[src/rtl/mem_lsu.sv]
// Memory-stage load/store unit: one outstanding data-bus transaction per op,
// lane alignment of store data/mask and right-alignment of load data.
module mem_lsu (
  input  logic        clk,
  input  logic        rst,
  input  logic        ex_valid,
  input  logic        mem_ren,
  input  logic        mem_wen,
  input  logic [1:0]  mem_size,
  input  logic [63:0] mem_addr,
  input  logic [63:0] mem_wdata,
  input  logic        flush,
  output logic        req_valid,
  input  logic        req_ready,
  output logic        req_wen,
  output logic [63:0] req_addr,
  output logic [63:0] req_wdata,
  output logic [7:0]  req_wmask,
  input  logic        resp_valid,
  input  logic [63:0] resp_rdata,
  output logic [63:0] mem_data,
  output logic [7:0]  byte_enable,
  output logic        done,
  output logic        misalign,
  output logic        stall_req
);
  localparam int REG_BUS = 64;

  typedef enum logic [1:0] {S_IDLE, S_REQ, S_WAIT, S_DONE} state_e;

  state_e               state_q, state_d;
  logic                 killed_q, killed_d;
  logic                 wen_q, wen_d;
  logic [REG_BUS-1:0]   addr_q, addr_d;
  logic [REG_BUS-1:0]   wdata_q, wdata_d;
  logic [REG_BUS-1:0]   mem_data_q, mem_data_d;
  logic [7:0]           be_q, be_d;
  logic                 misalign_q, misalign_d;
  logic                 op, mis;
  logic [7:0]           be_new;

  always_comb begin
    op = ex_valid & (mem_ren | mem_wen);
    mis = 1'b0;
    be_new = 8'h01;
    case (mem_size)
      2'd0: begin mis = 1'b0;             be_new = 8'h01; end
      2'd1: begin mis = mem_addr[0];      be_new = 8'h03; end
      2'd2: begin mis = |mem_addr[1:0];   be_new = 8'h0F; end
      default: begin mis = |mem_addr[2:0]; be_new = 8'hFF; end
    endcase
  end

  always_comb begin
    state_d    = state_q;
    killed_d   = killed_q;
    wen_d      = wen_q;
    addr_d     = addr_q;
    wdata_d    = wdata_q;
    mem_data_d = mem_data_q;
    be_d       = be_q;
    // A flushed instruction raises no exception.
    misalign_d = (state_q == S_IDLE) & op & mis & ~flush;
    case (state_q)
      S_IDLE: begin
        if (op && !mis && !flush) begin
          state_d  = S_REQ;
          killed_d = 1'b0;
          wen_d    = mem_wen;
          addr_d   = mem_addr;
          wdata_d  = mem_wdata;
          be_d     = be_new;
        end
      end
      S_REQ: begin
        if (req_ready) begin
          state_d  = S_WAIT;
          killed_d = flush;
        end else if (flush) begin
          state_d = S_IDLE;
        end
      end
      S_WAIT: begin
        if (flush) killed_d = 1'b1;
        // The response cannot be cancelled; a killed op just drops it.
        if (resp_valid) begin
          killed_d = 1'b0;
          if (killed_q || flush) begin
            state_d = S_IDLE;
          end else begin
            state_d = S_DONE;
            if (!wen_q) mem_data_d = resp_rdata >> {addr_q[2:0], 3'b000};
          end
        end
      end
      default: state_d = S_IDLE;
    endcase
  end

  always_ff @(posedge clk) begin
    if (!rst) begin
      state_q    <= S_IDLE;
      killed_q   <= 1'b0;
      wen_q      <= 1'b0;
      addr_q     <= '0;
      wdata_q    <= '0;
      mem_data_q <= '0;
      be_q       <= '0;
      misalign_q <= 1'b0;
    end else begin
      state_q    <= state_d;
      killed_q   <= killed_d;
      wen_q      <= wen_d;
      addr_q     <= addr_d;
      wdata_q    <= wdata_d;
      mem_data_q <= mem_data_d;
      be_q       <= be_d;
      misalign_q <= misalign_d;
    end
  end

  always_comb begin
    req_valid   = (state_q == S_REQ);
    req_wen     = wen_q;
    req_addr    = {addr_q[63:3], 3'b000};
    req_wdata   = wdata_q << {addr_q[2:0], 3'b000};
    req_wmask   = wen_q ? (be_q << addr_q[2:0]) : 8'h00;
    mem_data    = mem_data_q;
    byte_enable = be_q;
    done        = (state_q == S_DONE);
    misalign    = misalign_q;
    stall_req   = (state_q == S_REQ) || (state_q == S_WAIT) ||
                  ((state_q == S_IDLE) && op && !mis && !flush);
  end
endmodule

[config.mk]
export PLATFORM = sky130hd
export DESIGN_NAME = mem_lsu
export DESIGN_NICKNAME = d
export VERILOG_FILES = /design/src/rtl/mem_lsu.sv
export SDC_FILE = /design/constraint.sdc
export NUM_CORES = 1
export LEC_CHECK = 0
export ABC_AREA = 1
export CORE_ASPECT_RATIO = 2
export CORE_MARGIN = 4
export CORE_UTILIZATION = 45
export CTS_BUF_LIST = sky130_fd_sc_hd__clkbuf_8 sky130_fd_sc_hd__clkbuf_16
export CTS_CLUSTER_SIZE = 28
export DETAILED_ROUTE_END_ITERATION = 6
export GPL_ROUTABILITY_DRIVEN = 0
export PLACE_DENSITY = 0.88
export SETUP_SLACK_MARGIN = 0.2
export SYNTH_ARGS = -nofsm -noshare
export SYNTH_HDL_FRONTEND = slang
export SYNTH_SLANG_ARGS = --single-unit
[constraint.sdc]
create_clock -name clk -period 4 [get_ports clk]
set_clock_uncertainty 0.15 [all_clocks]
set_input_delay 0.4 -clock clk [delete_from_list [all_inputs] [get_ports clk]]
set_output_delay 0.4 -clock clk [all_outputs]
set_load 0.03 [all_outputs]
==> results.md <==
- Setup TNS: 0 ns
- Min-delay worst type: in2reg
- WP data required: 3.45 ns
- Buffers added on ports: 411
- Static Leak: 5.80 nW
- Post-Syn Area: 11,200 µm²
- Pin count of the biggest net entering global routing: 266
- DRT antenna net count: 0
- Initial Utilization: 45.8%
- Mapped Avg Cell Area: 6.75 µm²
- Clock share of power: 29.6%
- Fin nets: 2,126
- Final WL: 43,700 µm
- CP startpoint kind: register
- Final setup violating endpoints: 0
- Slew margin rel.: 19.4%
- Register area share after synthesis: 35.8%
- H-tree depth: 1
- Post-CTS Setup Bufs: 0
- Internal power: 4.24 mW
- Die extent in y: 231 µm
- Max VDD drop: 0.328 mV
- Final Hold Fails: 0
- FF-to-FF setup slack: 0.93 ns
- # IOs: 415
- Yosys Warn Count: 0
- Post-Layout Cell Count: 2,266
- CP Class: reg2out
- Status: finished, violations left
- Setup WS pre-CTS: 0.980 ns
- Max Freq: 0.273 GHz
- Crit-path max FO: 108
- Max-cap violations: 0
- Via count: 12,447
- Tmin final: 3.66 ns
- Final WS setup: 0.341 ns
- Period utilization: 91.5%
- Net load switching power: 2.47 mW
- First-pass GRT wire length: 65,400 µm
- Worst-Margin Slew: 1.21 ns
- RSZ-0062 raised after global routing: no
- Switching fraction of total power: 36.8%
- DR vias/cell: 5.49
- Distinct cells, synth: 36
- CTS Hold Bufs: 0
- Global route total overflow: 0
- Met2 global-route usage: 53.2%
- Clk buf depth: 3
- Chip Width: 120 µm
- Worst-Skew Late Latency: 0.51 ns
- Drt initial violations: 1,445
- Cells after DPL: 2,230
- PostCTS Resize Cnt: 0
- CTS sink cnt: 201
- DR WL/cell: 19.3 µm
- Placement Rows: 81
- Fill count: 2,173
- Worst-path clk slew: 0.07 ns
- Yosys reg bits: 201
- Vias in the first global route: 12,075
- Comb power frac: 36.1%
- Num CTS Buffers: 20
- Area delta synth->final: 36.6%
- Crit end category: output pin
- Die footprint: 27,700 µm²
- Share of cells above drive strength 1: 4.55%
- DR DRC count: 1
- Post-detail-place hpwl: 32,000 µm
- Most frequent cells in the layout: clkdlybuf4s50_1, nand2_1, dfxtp_1
- Met1 GRT Util: 30.0%
- Share of power burned in registers: 34.3%
- Final Max Slew Viols: 0
- Most Crowded Layer GR: met2
- Overall power: 6.71 mW
- Core footprint: 24,500 µm²
- Pwr per Cell Area: 438 nW/µm²
- Fin util: 62.5%
- CP Data Arrival Time: 3.11 ns
- Most common cell after layout, fill and taps aside: clkdlybuf4s50_1
- CTS tree: built
- Final instance area: 15,300 µm²
- GRT Util Overall: 30.0%
- Cells after synthesis: 1,663
- Initial DRT Pass Iterations: 7
- Fin Hold WS: 0.287 ns
- DP Area: 14,600 µm²
- Met3 Use GR: 5.01%
- Initial antenna violation count: 2
- Failing checks: design-rule violations
- Root Driver: clkbuf_16
## power groups by stage
stage	Sequential, mW	Clock [mW]	Combinational, mW
after floorplan	2.38	0	1.46
after global placement	2.34	0	2.35
after detailed placement	2.34	0	2.38
after CTS	2.30	2.02	2.40
after global routing	2.32	2.09	2.58
final	2.31	1.99	2.42
## kinds of logic (layout without fill, tap and decap cells)
logic type	count (synthesis)	in the layout	synth area share [%]
flip-flops	201	201	35.8
multiplexers	17	17	1.52
AND/OR/NAND/NOR	499	499	18.4
adder cells (fa/ha/maj)	4	4	0.446
AO/OA/AOI/OAI	560	560	26.1
buffers and inverters	381	649	17.7
other	1	4	0.0334
## flip-flops by register name, summed over array words and instances (netlist names)
name         count
addr_q          64
mem_data        64
wdata_q         64
byte_enable      4
state_q          2
killed_q         1
misalign         1
req_wen          1
## cell usage after synthesis (all sizes together)
library cell / n / share of area, %
a211oi: 1 / 0.067
a21oi: 181 / 8.1
a31oi: 6 / 0.33
buf: 158 / 10
clkbuf: 40 / 1.3
clkinv: 1 / 0.033
conb: 1 / 0.033
dfxtp: 201 / 36
ha: 4 / 0.45
inv: 182 / 6.1
mux2i: 17 / 1.5
nand2: 324 / 11
nand3: 59 / 2.7
nand4: 1 / 0.19
nor2: 84 / 3.0
nor3: 16 / 0.86
o211ai: 32 / 2.1
o21a: 5 / 0.33
o21ai: 330 / 15
o22ai: 4 / 0.22
o31ai: 1 / 0.067
or2: 15 / 0.84
## routing by layer
layer | wire, µm | part of all wire [%]
met5 | 8 | 0.018
met4 | 4260 | 9.7
met3 | 3220 | 7.4
met2 | 22100 | 51
met1 | 14100 | 32
## critical path, cell delays in order, from the launching register on
cell	delay (ns)
dfxtp_4	0.92
nand2_1	0.12
o21ai_0	0.13
nand2_1	0.11
o21ai_0	0.50
clkdlybuf4s50_1	0.79
## layout make-up
type / count / area (µm²) / area share [%]
timing repair buffer: 431 / 4270 / 27.9
clock inverter: 11 / 120 / 0.783
clock buffer: 24 / 567 / 3.70
multi-input combinational: 1083 / 5240 / 34.1
sequential: 201 / 4030 / 26.3
antenna: 1 / 2.50 / 0.0163
tap: 332 / 415 / 2.71
inverter: 183 / 687 / 4.48
## path summary, 6_finish.rpt
kind / from / end / depth (start not counted)
worst max-delay path: addr_q[0] / req_wdata[41] / 5
worst min-delay path: rst / mem_data[36] / 3
worst max register to register: addr_q[0] / mem_data[23] / 7
worst min register to register: addr_q[47] / addr_q[47] / 2
No activity file was read; power rests on OpenSTA's default activity.
